## src/rtl/intt_post_scale.sv

```systemverilog
// intt_post_scale: scales both INTT output lanes by n^-1 (Montgomery mo_mul),
//   tags the last pair of each polynomial and flags partial frames.
// Latency: L = `MUL_STAGE_CNT (+1 with INTT_POST_CANON_EN); no backpressure,
//   a pair accepted on in_en always emerges L cycles later.
// Ports: clk, rst (async, active high), in_en/in[2] (input pair stream),
//   out_en/out[2] (scaled pair stream), out_last (PAIRS-th pair of a frame),
//   busy (state != IDLE), frame_err (sticky partial-frame flag).
// Option macro: INTT_POST_CANON_EN adds a canonical-reduction stage (out < Q).

`ifndef DATA_WIDTH
`define DATA_WIDTH 16
`endif
`ifndef NTT_STAGE_CNT
`define NTT_STAGE_CNT 7
`endif
`ifndef MUL_STAGE_CNT
`define MUL_STAGE_CNT 3
`endif

// mo_mul: r = a*b*2^-32 mod Q, built from two 16-bit Montgomery reductions.
// Latency: 3 register stages, matching `MUL_STAGE_CNT.
// Data registers are deliberately not reset; a must be < Q.
module mo_mul #(
  parameter int W  = 16,
  parameter int Q  = 3329,
  parameter int QP = 3327            // -Q^-1 mod 2^16
) (
  input  logic         clk,
  input  logic [W-1:0] a,
  input  logic [W-1:0] b,
  output logic [W-1:0] r
);
  localparam logic [31:0] Q32  = 32'(Q);
  localparam logic [15:0] Q16  = 16'(Q);
  localparam logic [15:0] QP16 = 16'(QP);

  logic [31:0] prod_d, prod_q;
  logic [15:0] m1, m2, u2;
  logic [15:0] u1_d, u1_q;
  logic [15:0] r_d, r_q;

  always_comb begin
    prod_d = 32'(a) * 32'(b);
    // First reduction: prod < Q*2^16, so u1 < 2Q.
    m1   = prod_q[15:0] * QP16;
    u1_d = 16'((prod_q + 32'(m1) * Q32) >> 16);
    // Second reduction: u2 <= Q, one conditional subtract makes it canonical.
    m2   = u1_q * QP16;
    u2   = 16'((32'(u1_q) + 32'(m2) * Q32) >> 16);
    r_d  = (u2 >= Q16) ? u2 - Q16 : u2;
  end

  always_ff @(posedge clk) begin
    prod_q <= prod_d;
    u1_q   <= u1_d;
    r_q    <= r_d;
  end

  assign r = W'(r_q);
endmodule

module intt_post_scale #(
  parameter logic [`DATA_WIDTH-1:0] NINV = `DATA_WIDTH'(1441),
  parameter int PAIRS = 1 << `NTT_STAGE_CNT,
  parameter int Q     = 3329
) (
  input  logic                   clk,
  input  logic                   rst,
  input  logic                   in_en,
  input  logic [`DATA_WIDTH-1:0] in [2],
  output logic                   out_en,
  output logic [`DATA_WIDTH-1:0] out [2],
  output logic                   out_last,
  output logic                   busy,
  output logic                   frame_err
);
  localparam int W  = `DATA_WIDTH;
  localparam int CW = (PAIRS > 1) ? $clog2(PAIRS) : 1;
`ifdef INTT_POST_CANON_EN
  localparam int L  = `MUL_STAGE_CNT + 1;
`else
  localparam int L  = `MUL_STAGE_CNT;
`endif
  localparam logic [CW-1:0] CNT_MAX = CW'(PAIRS - 1);

  localparam logic [1:0] ST_IDLE  = 2'd0;
  localparam logic [1:0] ST_RUN   = 2'd1;
  localparam logic [1:0] ST_DRAIN = 2'd2;

  logic [1:0]    state_d, state_q;
  logic [CW-1:0] in_cnt_d, in_cnt_q;
  logic [L-1:0]  vld_d, vld_q;
  logic [L-1:0]  lst_d, lst_q;
  logic          frame_err_d, frame_err_q;
  logic          last_in;

  logic [W-1:0]  mul_res [2];
  logic [W-1:0]  res [2];

  always_comb begin
    last_in = in_en && (in_cnt_q == CNT_MAX);

    // Counter restarts at 0 on wrap and whenever the stream stops, so a
    // partial frame never leaks its count into the next one.
    in_cnt_d = '0;
    if (in_en && !last_in) in_cnt_d = in_cnt_q + CW'(1);

    frame_err_d = frame_err_q | (!in_en && (in_cnt_q != '0));

    vld_d = {vld_q[L-2:0], in_en};
    lst_d = {lst_q[L-2:0], last_in};

    state_d = state_q;
    case (state_q)
      ST_IDLE:  if (in_en) state_d = ST_RUN;
      ST_RUN:   if (!in_en) state_d = ST_DRAIN;
      ST_DRAIN: begin
        if (in_en) state_d = ST_RUN;
        // Look at the next pipe contents so busy drops as the last pair leaves.
        else if (vld_d == '0) state_d = ST_IDLE;
      end
      default:  state_d = ST_IDLE;
    endcase
  end

  always_ff @(posedge clk or posedge rst) begin
    if (rst) begin
      state_q     <= ST_IDLE;
      in_cnt_q    <= '0;
      vld_q       <= '0;
      lst_q       <= '0;
      frame_err_q <= 1'b0;
    end else begin
      state_q     <= state_d;
      in_cnt_q    <= in_cnt_d;
      vld_q       <= vld_d;
      lst_q       <= lst_d;
      frame_err_q <= frame_err_d;
    end
  end

  mo_mul #(.W(W), .Q(Q)) u_mul0 (.clk(clk), .a(NINV), .b(in[0]), .r(mul_res[0]));
  mo_mul #(.W(W), .Q(Q)) u_mul1 (.clk(clk), .a(NINV), .b(in[1]), .r(mul_res[1]));

`ifdef INTT_POST_CANON_EN
  logic [W-1:0] canon_d [2];
  logic [W-1:0] canon_q [2];

  always_comb begin
    for (int k = 0; k < 2; k++) begin
      canon_d[k] = (mul_res[k] >= W'(Q)) ? mul_res[k] - W'(Q) : mul_res[k];
    end
  end

  always_ff @(posedge clk) begin
    canon_q <= canon_d;
  end

  always_comb begin
    for (int k = 0; k < 2; k++) res[k] = canon_q[k];
  end
`else
  always_comb begin
    for (int k = 0; k < 2; k++) res[k] = mul_res[k];
  end
`endif

  assign out_en    = vld_q[L-1];
  assign out_last  = lst_q[L-1];
  assign busy      = (state_q != ST_IDLE);
  assign frame_err = frame_err_q;

  // Data regs are unreset; gating keeps out at 0 whenever nothing is valid.
  always_comb begin
    for (int k = 0; k < 2; k++) out[k] = out_en ? res[k] : '0;
  end
endmodule

```

## config.mk

```make
export PLATFORM = sky130hd
export DESIGN_NAME = intt_post_scale
export DESIGN_NICKNAME = d
export VERILOG_FILES = /design/src/rtl/intt_post_scale.sv
export SDC_FILE = /design/constraint.sdc
export NUM_CORES = 1
export LEC_CHECK = 0
export BUFFER_PORTS_ARGS = -buffer_cell sky130_fd_sc_hd__buf_2
export CAP_MARGIN = 30
export CORE_MARGIN = 2
export CORE_UTILIZATION = 45
export DETAILED_ROUTE_END_ITERATION = 7
export MAX_ROUTING_LAYER = met4
export PLACE_DENSITY = 0.71
export SLEW_MARGIN = 20
export SYNTH_ARGS = -nofsm -noshare
export SYNTH_HDL_FRONTEND = slang
export SYNTH_SLANG_ARGS = --single-unit
```

## constraint.sdc

```tcl
create_clock -name clk -period 13.9 [get_ports clk]
set_input_delay 0.695 -clock clk [delete_from_list [all_inputs] [get_ports clk]]
set_output_delay 0.695 -clock clk [all_outputs]
set_load 0.01 [all_outputs]
```

==> results.py <==
metrics = {
    "yosys": {
        "synth_edf_count": 0,
        "avgSynthCellArea_um2": 9.85,
        "yosysUniqueCellTypes": 76,
        "syn_inst": 2954,
        "ys.flop_type": "dfxtp_1",
        "synth_top_area_share_pct": 32.7,
        "ys_ff_latch": 130,
        "async_reset_ff_share_pct": 12.3,
        "yosys-top-cells-area": "ha_1 33%, fa_1 27%, inv_1 9.8%, dfxtp_1 7.8%, xnor2_1 4.9%",
        "seq_area_frac_synth_pct": 9.22,
        "synth_warnings": 0,
        "syn_nets": 4147,
        "synth.largest_area_cell": "ha_1",
        "syn_area_mm2": 0.0291,
    },
    "floorplan": {
        "die_h_um": 258,
        "start_util_pct": 45.3,
        "die-area_mm2": 0.0667,
        "chipWidth_um": 258,
        "row_count": 93,
        "io_pins": 71,
        "core-area_mm2": 0.0642,
    },
    "global_route": {
        "grt_max_degree": 34,
        "grt_use_total_pct": 17.6,
        "busiest_layer": "met2",
        "met1_usage_pct": 22.8,
        "grt-ovfl-total": 0,
        "grt_pass1_vias": 19500,
        "use_met2_pct": 28.9,
        "grtUsageMet3_pct": 2.40,
        "grt_pass1_wl_um": 92600,
        "antenna_found_initial": 0,
    },
    "detailed_routing": {
        "vias": 19000,
        "drt_iter0_drc": 722,
        "wl_per_cell_um": 13.9,
        "drc": 0,
        "antenna_left": 0,
        "vias_per_cell": 4.88,
        "firstDrtPassIters": 6,
        "routed_wl_um": 54100,
    },
    "setup_path": {
        "crit_path_frequent_cell": "inv_1",
        "worstPathArrival_ns": 10.27,
        "required_ns": 14.24,
        "slowest_stage": "fa_1",
        "startpoint_type": "register",
        "cp_max_fo": 11,
        "crit_type": "reg -> reg",
        "slowest_delay_ns": 0.55,
        "worstSetupEndpointType": "register",
    },
    "timing": {
        "slew_violations": 0,
        "post-route-period-util_pct": 71.4,
        "whs_ns": 0.295,
        "setup_viol": 0,
        "fmax_ghz": 0.101,
        "finalHoldViolations": 0,
        "period_needed_ns": 9.93,
        "max_slew_margin_pct": 46.5,
        "setup_tns_ns": 0,
        "worst_slew_pin_slew_ns": 0.800,
        "clock_skew_ns": 0.00761,
        "rsz0062_at_grt": "no",
    },
    "cells_and_area": {
        "mostFrequentLayoutCell": "ha_1",
        "n_antenna_cell": 0,
        "final_cell_mix": "761 x ha_1, 757 x inv_1, 397 x fa_1",
        "fin_cells": 3900,
        "drive_gt1_share_pct": 4.17,
        "area_growth_pct": 6.65,
        "final_nets": 4225,
    },
    "place": {
        "io_buffer_count": 70,
        "gp_congestion": 0.897,
        "dpl.cell_count": 3868,
        "dpl.hpwl_um": 49200,
    },
    "flow_run": {
        "maxCapViolCount": 0,
    },
    "status": {
        "status": "finished clean",
    },
    "clock_tree": {
        "clock-sinks": 130,
        "cts-root-buf": "clkbuf_16",
        "cts_resized": 0,
        "cts_hold_buf": 0,
        "clk_path_buf_depth": 2,
        "clk_pin_slew_ns": 0.06,
        "cts_tree": "built",
        "cts_inserted_buffers": 17,
        "post_cts_buffers": 0,
        "clk_latency_ns": 0.47,
        "cts_htree_levels": 4,
    },
    "hold_path": {
        "hp-class": "in -> async",
    },
}
==> per-layer routing <==
metal / wire length, µm / share of wire [%]
met5: 0 / 0
met4: 928 / 1.7
met3: 1720 / 3.2
met2: 25500 / 47
met1: 25900 / 48
==> stage by stage <==
| stage | cell area, µm² | utilization, % | setup WS [ns] |
|---|---|---|---|
| floorplan | 29100 | - | 4.90 |
| global placement | 30500 | 47.4 | 4.27 |
| detailed placement | 30500 | 47.4 | 4.03 |
| CTS | 31000 | 48.3 | 4.00 |
| global route | 31000 | 48.3 | 3.22 |
| finish | 31000 | 48.3 | 3.97 |
==> cells by family after synthesis <==
| kind of cell | count (synthesis) | synth area share, % |
|---|---|---|
| AND/OR/NAND/NOR | 329 | 5.72 |
| flip-flops | 130 | 9.22 |
| buffers and inverters | 768 | 9.94 |
| multiplexers | 4 | 0.146 |
| AO/OA/AOI/OAI | 337 | 8.00 |
| XOR/XNOR | 228 | 6.92 |
| adder cells (fa/ha/maj) | 1158 | 60.1 |
==> synth_stat cells, types with 7 or more instances <==
| cell | count |
|---|---|
| xnor2_1 | 163 |
| nor2_1 | 87 |
| xor2_1 | 63 |
| o21bai_1 | 21 |
| and3_1 | 14 |
| nand4_1 | 10 |
| clkbuf_1 | 7 |
| nand2b_1 | 18 |
| o21a_1 | 20 |
| a21o_1 | 47 |
| dfrtp_1 | 16 |
| a211o_1 | 9 |
| nor2b_1 | 17 |
| dfxtp_1 | 114 |
| inv_1 | 757 |
| a31oi_1 | 7 |
| or3_1 | 8 |
| a21oi_1 | 105 |
| nand2_1 | 57 |
| nand3_1 | 24 |
| nor3_1 | 25 |
| fa_1 | 397 |
| and2_1 | 46 |
| a211oi_1 | 10 |
| o21ai_0 | 46 |
| ha_1 | 761 |
==> critical path, delay by kind of cell, from the launching register on <==
family | cells | cell delay (ns)
fa+ha+maj | 11 | 4.48
compound gates | 11 | 2.64
simple gates | 5 | 1.29
buf+inv | 7 | 0.48
flops | 1 | 0.47
xor+xnor | 2 | 0.42
==> area by class of cell <==
cell class	count	area, µm²
fill	6017	33200
multi-input combinational	2056	23500
inverter	757	2840
sequential	130	2680
tap	855	1070
clock buffer	17	425
timing repair buffer	70	350
clock inverter	15	141
==> state kept, by name, indices dropped and copies added, names as in the netlist <==
| signal | count |
|---|---|
| u_mul1.r | 16 |
| u_mul0.r | 16 |
| frame_err | 1 |
| lst_q | 3 |
| u_mul0.prod_q | 27 |
| state_q | 2 |
| u_mul1.u1_q | 14 |
| vld_q | 3 |
| in_cnt_q | 7 |
| u_mul0.u1_q | 14 |
| u_mul1.prod_q | 27 |
==> path summary, 6_finish.rpt <==
path / startpoint / to / slack (ns) / cells after the start
worst max-delay path: u_mul0.u1_q[2] / u_mul0.r[7] / 3.97 / 36
worst min-delay path: rst / frame_err / 0.29 / 2
worst max register to register: u_mul0.u1_q[2] / u_mul0.r[7] / 3.97 / 36
worst min register to register: lst_q[1] / lst_q[2] / 0.35 / 0
max in group asynchronous: rst / in_cnt_q[5] / 13.20 / 2
min in group clk: lst_q[1] / lst_q[2] / 0.35 / 0
Power is left out: the tool's default activity adds up to more than one toggle a clock period on the data nets, which glitch-free logic cannot reach.
